File: src/rtl/fp_mul_scheduler_if.sv
// Bundle between the multiplier scheduler, its requesters, the shared multiplier
// and the response consumer. The slave view belongs to the scheduler.
interface fp_mul_scheduler_if #(
    parameter int unsigned N_REQ = 4
);
    localparam int unsigned OP_W   = 32;
    localparam int unsigned ID_W   = 3;
    localparam int unsigned FLAG_W = 3;

    logic [N_REQ-1:0]      req_valid;
    logic [N_REQ-1:0]      req_ready;
    logic [OP_W*N_REQ-1:0] req_a;
    logic [OP_W*N_REQ-1:0] req_b;

    logic [OP_W-1:0]       mul_a;
    logic [OP_W-1:0]       mul_b;
    logic [OP_W-1:0]       mul_product;
    logic                  mul_infinity;
    logic                  mul_nan;
    logic                  mul_overflow;

    logic                  rsp_valid;
    logic                  rsp_ready;
    logic [ID_W-1:0]       rsp_id;
    logic [OP_W-1:0]       rsp_product;
    logic [FLAG_W-1:0]     rsp_flags;

    logic                  busy;

    modport master (
        output req_valid, req_a, req_b,
        output mul_product, mul_infinity, mul_nan, mul_overflow,
        output rsp_ready,
        input  req_ready, mul_a, mul_b,
        input  rsp_valid, rsp_id, rsp_product, rsp_flags, busy
    );

    modport slave (
        input  req_valid, req_a, req_b,
        input  mul_product, mul_infinity, mul_nan, mul_overflow,
        input  rsp_ready,
        output req_ready, mul_a, mul_b,
        output rsp_valid, rsp_id, rsp_product, rsp_flags, busy
    );
endinterface

File: src/rtl/fp_mul_scheduler.sv
// Round-robin scheduler sharing one combinational FP32 multiplier among N_REQ
// requesters; holds operands for WAIT_CYCLES, then returns the tagged result.
module fp_mul_scheduler #(
    parameter int unsigned N_REQ       = 4,
    parameter int unsigned WAIT_CYCLES = 1
) (
    input  logic              clk,
    input  logic              rst,
    fp_mul_scheduler_if.slave bus
);
    localparam int unsigned OP_W    = 32;
    localparam int unsigned ID_W    = 3;
    localparam int unsigned CNT_W   = 4;
    localparam int unsigned SCAN_W  = 4;
    localparam int unsigned MAX_REQ = 8;

    typedef enum logic [1:0] {
        IDLE   = 2'd0,
        SETTLE = 2'd1,
        RESP   = 2'd2
    } state_t;

    state_t             state;
    logic [ID_W-1:0]    rr_ptr;
    logic [CNT_W-1:0]   cnt;

    logic [MAX_REQ-1:0] valid_pad;
    logic [OP_W-1:0]    op_a [MAX_REQ];
    logic [OP_W-1:0]    op_b [MAX_REQ];
    logic [SCAN_W-1:0]  scan_idx;
    logic               grant_any;
    logic [ID_W-1:0]    grant_id;
    logic [N_REQ-1:0]   grant;

    // Pad requester lanes to the full id space so a 3-bit id indexes them directly.
    assign valid_pad = MAX_REQ'(bus.req_valid);

    for (genvar i = 0; i < MAX_REQ; i++) begin : g_ops
        if (i < N_REQ) begin : g_used
            assign op_a[i] = bus.req_a[OP_W*i +: OP_W];
            assign op_b[i] = bus.req_b[OP_W*i +: OP_W];
        end else begin : g_pad
            assign op_a[i] = '0;
            assign op_b[i] = '0;
        end
    end

    // First valid requester after the last winner, wrapping modulo N_REQ.
    always_comb begin
        grant_any = 1'b0;
        grant_id  = '0;
        scan_idx  = '0;
        for (int unsigned k = 1; k <= N_REQ; k++) begin
            scan_idx = SCAN_W'(rr_ptr) + SCAN_W'(k);
            if (scan_idx >= SCAN_W'(N_REQ)) begin
                scan_idx = scan_idx - SCAN_W'(N_REQ);
            end
            if (!grant_any && valid_pad[scan_idx[ID_W-1:0]]) begin
                grant_any = 1'b1;
                grant_id  = scan_idx[ID_W-1:0];
            end
        end
    end

    always_comb begin
        grant = '0;
        for (int unsigned i = 0; i < N_REQ; i++) begin
            grant[i] = grant_any && (grant_id == ID_W'(i));
        end
    end

    // Grant is only offered from IDLE and is held low throughout reset.
    assign bus.req_ready = ((state == IDLE) && !rst) ? grant : '0;

    always_ff @(posedge clk or posedge rst) begin
        if (rst) begin
            state           <= IDLE;
            rr_ptr          <= ID_W'(N_REQ - 1);
            cnt             <= '0;
            bus.mul_a       <= '0;
            bus.mul_b       <= '0;
            bus.rsp_valid   <= 1'b0;
            bus.rsp_id      <= '0;
            bus.rsp_product <= '0;
            bus.rsp_flags   <= '0;
            bus.busy        <= 1'b0;
        end else begin
            unique case (state)
                IDLE: begin
                    if (grant_any) begin
                        bus.mul_a  <= op_a[grant_id];
                        bus.mul_b  <= op_b[grant_id];
                        bus.rsp_id <= grant_id;
                        rr_ptr     <= grant_id;
                        cnt        <= CNT_W'(WAIT_CYCLES - 1);
                        bus.busy   <= 1'b1;
                        state      <= SETTLE;
                    end
                end
                SETTLE: begin
                    if (cnt == '0) begin
                        bus.rsp_product <= bus.mul_product;
                        bus.rsp_flags   <= {bus.mul_nan, bus.mul_infinity, bus.mul_overflow};
                        bus.rsp_valid   <= 1'b1;
                        state           <= RESP;
                    end else begin
                        cnt <= cnt - CNT_W'(1);
                    end
                end
                RESP: begin
                    if (bus.rsp_ready) begin
                        bus.rsp_valid <= 1'b0;
                        bus.busy      <= 1'b0;
                        state         <= IDLE;
                    end
                end
                default: begin
                    state <= IDLE;
                end
            endcase
        end
    end
endmodule

File: src/flat_wrapper.sv
// flat-port wrapper written by rule: the top's interface ports become plain ports
module fp_mul_scheduler_flat 
#(
    parameter int unsigned N_REQ       = 4,
    parameter int unsigned WAIT_CYCLES = 1
)
  (clk, rst, bus_req_valid, bus_req_a, bus_req_b, bus_mul_product, bus_mul_infinity, bus_mul_nan, bus_mul_overflow, bus_rsp_ready, bus_req_ready, bus_mul_a, bus_mul_b, bus_rsp_valid, bus_rsp_id, bus_rsp_product, bus_rsp_flags, bus_busy);
  fp_mul_scheduler_if #(.N_REQ(N_REQ)) bus_i ();
  input  logic clk;
  input  logic rst;
  input wire logic [$bits(bus_i.req_valid)-1:0] bus_req_valid;
  input wire logic [$bits(bus_i.req_a)-1:0] bus_req_a;
  input wire logic [$bits(bus_i.req_b)-1:0] bus_req_b;
  input wire logic [$bits(bus_i.mul_product)-1:0] bus_mul_product;
  input wire logic [$bits(bus_i.mul_infinity)-1:0] bus_mul_infinity;
  input wire logic [$bits(bus_i.mul_nan)-1:0] bus_mul_nan;
  input wire logic [$bits(bus_i.mul_overflow)-1:0] bus_mul_overflow;
  input wire logic [$bits(bus_i.rsp_ready)-1:0] bus_rsp_ready;
  output wire logic [$bits(bus_i.req_ready)-1:0] bus_req_ready;
  output wire logic [$bits(bus_i.mul_a)-1:0] bus_mul_a;
  output wire logic [$bits(bus_i.mul_b)-1:0] bus_mul_b;
  output wire logic [$bits(bus_i.rsp_valid)-1:0] bus_rsp_valid;
  output wire logic [$bits(bus_i.rsp_id)-1:0] bus_rsp_id;
  output wire logic [$bits(bus_i.rsp_product)-1:0] bus_rsp_product;
  output wire logic [$bits(bus_i.rsp_flags)-1:0] bus_rsp_flags;
  output wire logic [$bits(bus_i.busy)-1:0] bus_busy;
  assign bus_i.req_valid = bus_req_valid;
  assign bus_i.req_a = bus_req_a;
  assign bus_i.req_b = bus_req_b;
  assign bus_i.mul_product = bus_mul_product;
  assign bus_i.mul_infinity = bus_mul_infinity;
  assign bus_i.mul_nan = bus_mul_nan;
  assign bus_i.mul_overflow = bus_mul_overflow;
  assign bus_i.rsp_ready = bus_rsp_ready;
  assign bus_req_ready = bus_i.req_ready;
  assign bus_mul_a = bus_i.mul_a;
  assign bus_mul_b = bus_i.mul_b;
  assign bus_rsp_valid = bus_i.rsp_valid;
  assign bus_rsp_id = bus_i.rsp_id;
  assign bus_rsp_product = bus_i.rsp_product;
  assign bus_rsp_flags = bus_i.rsp_flags;
  assign bus_busy = bus_i.busy;
  fp_mul_scheduler #(.N_REQ(N_REQ), .WAIT_CYCLES(WAIT_CYCLES)) u_core (.clk(clk), .rst(rst), .bus(bus_i));
endmodule
File: config.mk
export PLATFORM = sky130hd
export DESIGN_NAME = fp_mul_scheduler_flat
export DESIGN_NICKNAME = d
export VERILOG_FILES = /design/src/rtl/fp_mul_scheduler_if.sv /design/src/rtl/fp_mul_scheduler.sv /design/src/flat_wrapper.sv
export SDC_FILE = /design/constraint.sdc
export NUM_CORES = 1
export LEC_CHECK = 0
export ABC_CLOCK_PERIOD_IN_PS = 7900
export CORE_AREA = 4 4 155 157
export CTS_BUF_LIST = sky130_fd_sc_hd__clkbuf_8
export DETAILED_ROUTE_END_ITERATION = 7
export DIE_AREA = 0 0 159 161
export SYNTH_ARGS = -nofsm -noshare
export SYNTH_HDL_FRONTEND = slang
export SYNTH_SLANG_ARGS = --single-unit
export TNS_END_PERCENT = 10
File: constraint.sdc
create_clock -name clk -period 7.9 [get_ports clk]
set_input_delay 1.58 -clock clk [delete_from_list [all_inputs] [get_ports clk]]
set_output_delay 1.58 -clock clk [all_outputs]
set_load 0.03 [all_outputs]
==> flow_metrics.py <==
metrics = {
    "outcome": {
        "outcome": "completed",
    },
    "power": {
        "vdd_ir_drop_max_v": 0.000363,
        "power.density_mw_per_mm2": 455,
        "cellLeakagePower_uw": 0.00444,
    },
    "critical_path": {
        "cp_slowest_stage_delay_ns": 0.88,
        "path_depth": 7,
        "critPathTopFamily": "compound AO/OA/AOI/OAI gates",
        "crit_top_cell": "clkdlybuf4s50_1",
        "path_max_fanout": 28,
        "rrSetupSlack_ns": 3.41,
        "r2r-end": "u_core.bus.mul_b[9]$_DFFE_PP0P_",
        "critPathKind": "input port to output pin",
        "crit_path_end_kind": "output pin",
        "required_ns": 6.32,
        "r2r_cells": 9,
        "critPathSlowestCell": "o22ai_1",
        "r2r-start": "u_core.rr_ptr[0]$_DFFE_PP1P_",
        "arrival_ns": 4.80,
        "start_kind": "input port",
        "worstPathCellList": "clkdlybuf4s50_1 > mux2i_1 > o22ai_1 > o21ai_1 > a21bo_4 > nor3b_1 > clkdlybuf4s50_1",
        "crit_buf_inv": 2,
    },
    "die": {
        "rows": 55,
        "pin_count": 406,
        "core-area_mm2": 0.0225,
        "die_x_um": 159,
        "die_area_mm2": 0.0256,
        "initial_core_util_pct": 28.4,
        "die-height_um": 161,
    },
    "sta": {
        "worstMarginPinSlew_ns": 1.15,
        "relSlewSlack_pct": 23.4,
        "period_minus_slack_ns": 6.38,
        "fin_crit_sh_pct": 80.7,
        "fin_setup_tns_ns": 0,
        "hold_ws_ns": 0.493,
        "rsz0062_at_grt": "false",
        "setup_violations": 0,
        "fmax_mhz": 157,
        "finalClockSkew_ns": 0.0188,
        "slew_viol_final": 0,
        "worst_slack_ns": 1.52,
        "finalHoldViolCount": 0,
    },
    "final_layout": {
        "nFillCells": 2158,
        "fin_nets": 1244,
        "layout_common_cells": "405 x clkdlybuf4s50_1, 122 x mux2i_1, 110 x dfrtp_1, 87 x o221ai_1, 76 x nand2_1",
        "syn2layout_area_growth_pct": 67.8,
        "final_common_cell": "clkdlybuf4s50_1",
        "ff_latch_area_mm2": 0.00281,
        "drive_gt1_share_pct": 7.81,
        "utilization_pct": 47.7,
        "multi_input_area_mm2": 0.00322,
    },
    "clock_network": {
        "post_cts_resized": 0,
        "cts_buffers": 9,
        "tritoncts": "built",
        "htree_levels": 3,
        "numClockSinks": 112,
        "cts_root_buf": "clkbuf_8",
        "insertion_delay_ns": 0.40,
        "clk_pin_slew_ns": 0.12,
        "post-cts-setup-buffers": 0,
        "ctsLongestPathBuffers": 2,
        "cts-hold-fix-buffers": 0,
    },
    "worst_hold_path": {
        "min_from": "u_core.bus.busy$_DFFE_PP0P_",
        "hold_class": "flip-flop to flip-flop",
        "holdPathEnd": "u_core.bus.busy$_DFFE_PP0P_",
        "min_path_cells": 2,
    },
    "synth": {
        "synth_async_sr_flop_share_pct": 100,
        "ys_seq_elements": 112,
        "synth_cells": 572,
        "ys_warn_count": 0,
        "synth_edf_count": 0,
        "synth-seq-area-share_pct": 43.8,
        "postSynthAreaPerCell_um2": 11.2,
        "syn_area_mm2": 0.00640,
        "yosys.cell_types.count": 46,
        "synthFlopType": "dfrtp_1",
        "synth_nets": 873,
    },
    "placement": {
        "port_buffers": 405,
        "place_ws_ns": 1.53,
        "routabilityCongestion": 0.788,
        "dpl.hpwl_um": 19300,
    },
    "grt": {
        "grt_usage_pct": 19.0,
        "grt_pass1_vias": 6348,
        "grt_start_max_net_pins": 73,
        "grt_first_pass_wirelength_um": 38100,
        "overflow": 0,
        "antenna_found_initial": 2,
    },
    "routing": {
        "totalWireLength_um": 25700,
        "routedWlPerCell_um": 20.8,
        "drt-pass1-iter-count": 4,
        "ant_nets": 0,
        "drc_errors": 0,
        "vias": 6121,
        "drt_iter0_drc": 339,
        "via_per_inst": 4.96,
    },
    "run": {
        "cap_violations": 0,
    },
}
## per-layer routing
metal,up-vias,global-route usage [%],wire [µm],share of wire (%)
li1,2908,-,-,-
met1,2938,22.8,10300,40
met2,245,33.1,12900,50
met3,28,5.87,1910,7.4
met4,2,5.33,512,2.0
met5,-,0,7,0.027
## final cells by class
class                           count  area share, %
Antenna cell                        1         0.0233
Sequential cell                   112           26.1
Clock buffer                        9           1.15
Clock inverter                      6          0.501
Multi-Input combinational cell    390           30.0
Tap cell                          285           3.32
Inverter                           18          0.653
Timing Repair Buffer              412           38.3
## sequential cells by signal, summed over array words and instances, names as in the netlist
signal                  count
u_core.bus.busy             1
u_core.bus.rsp_id           2
u_core.bus.mul_a           32
u_core.bus.rsp_flags        3
u_core.state                2
u_core.cnt                  4
u_core.bus.rsp_valid        1
u_core.bus.rsp_product     32
u_core.rr_ptr               3
u_core.bus.mul_b           32
## per-stage QoR
stage / area [µm²] / std cells / total power, µW
floorplan: 6400 / 572 / 3520
detailed placement: 10600 / 1217 / 4600
finish: 10700 / 1233 / 4880
global placement: 10600 / 1217 / 4570
global route: 10700 / 1233 / 5210
CTS: 10700 / 1232 / 4950
## Yosys cell counts, drive strengths merged (4+ instances only)
cell | n | share of area, %
inv | 18 | 1.1
nand2 | 77 | 4.5
o221ai | 88 | 12
nor2 | 4 | 0.23
mux2 | 35 | 6.2
buf | 27 | 3.6
dfrtp | 110 | 43
mux2i | 122 | 19
nand2b | 6 | 0.59
o21ai | 6 | 0.53
o211ai | 12 | 1.4
clkbuf | 25 | 1.5
## worst register-to-register path, stage by stage (launching register included)
cell and delay (ns):
dfstp_2 0.69, inv_1 0.27, ha_1 0.50, nor2b_1 0.09, a211oi_2 0.79, o21ai_1 0.15
a21bo_4 0.54, buf_4 0.66, mux2i_1 0.49, o221ai_1 0.16
## how the worst max path moves through the flow
stage                             to        startpoint
finish              bus_req_ready[2]  bus_req_valid[3]
detailed placement  bus_req_ready[0]  bus_req_valid[3]
global route        bus_req_ready[2]  bus_req_valid[2]
CTS                 bus_req_ready[0]  bus_req_valid[3]
global placement    bus_req_ready[2]  bus_req_valid[3]
floorplan           bus_req_ready[1]  bus_req_valid[2]
## report_power, final
| group | switching (µW) | internal (µW) |
|---|---|---|
| combinational | 1980 | 1500 |
| clock | 224 | 119 |
| sequential | 177 | 886 |
## logic make-up after synthesis
kind of cell,after synthesis,synth area share [%]
mux,158,25.6
flops,112,43.8
fa+ha+maj,3,0.587
xor+xnor,1,0.137
buf+inv,70,6.08
simple gates,106,7.45
compound gates,122,16.3
Note: power is estimated with default switching activity, not from simulation.
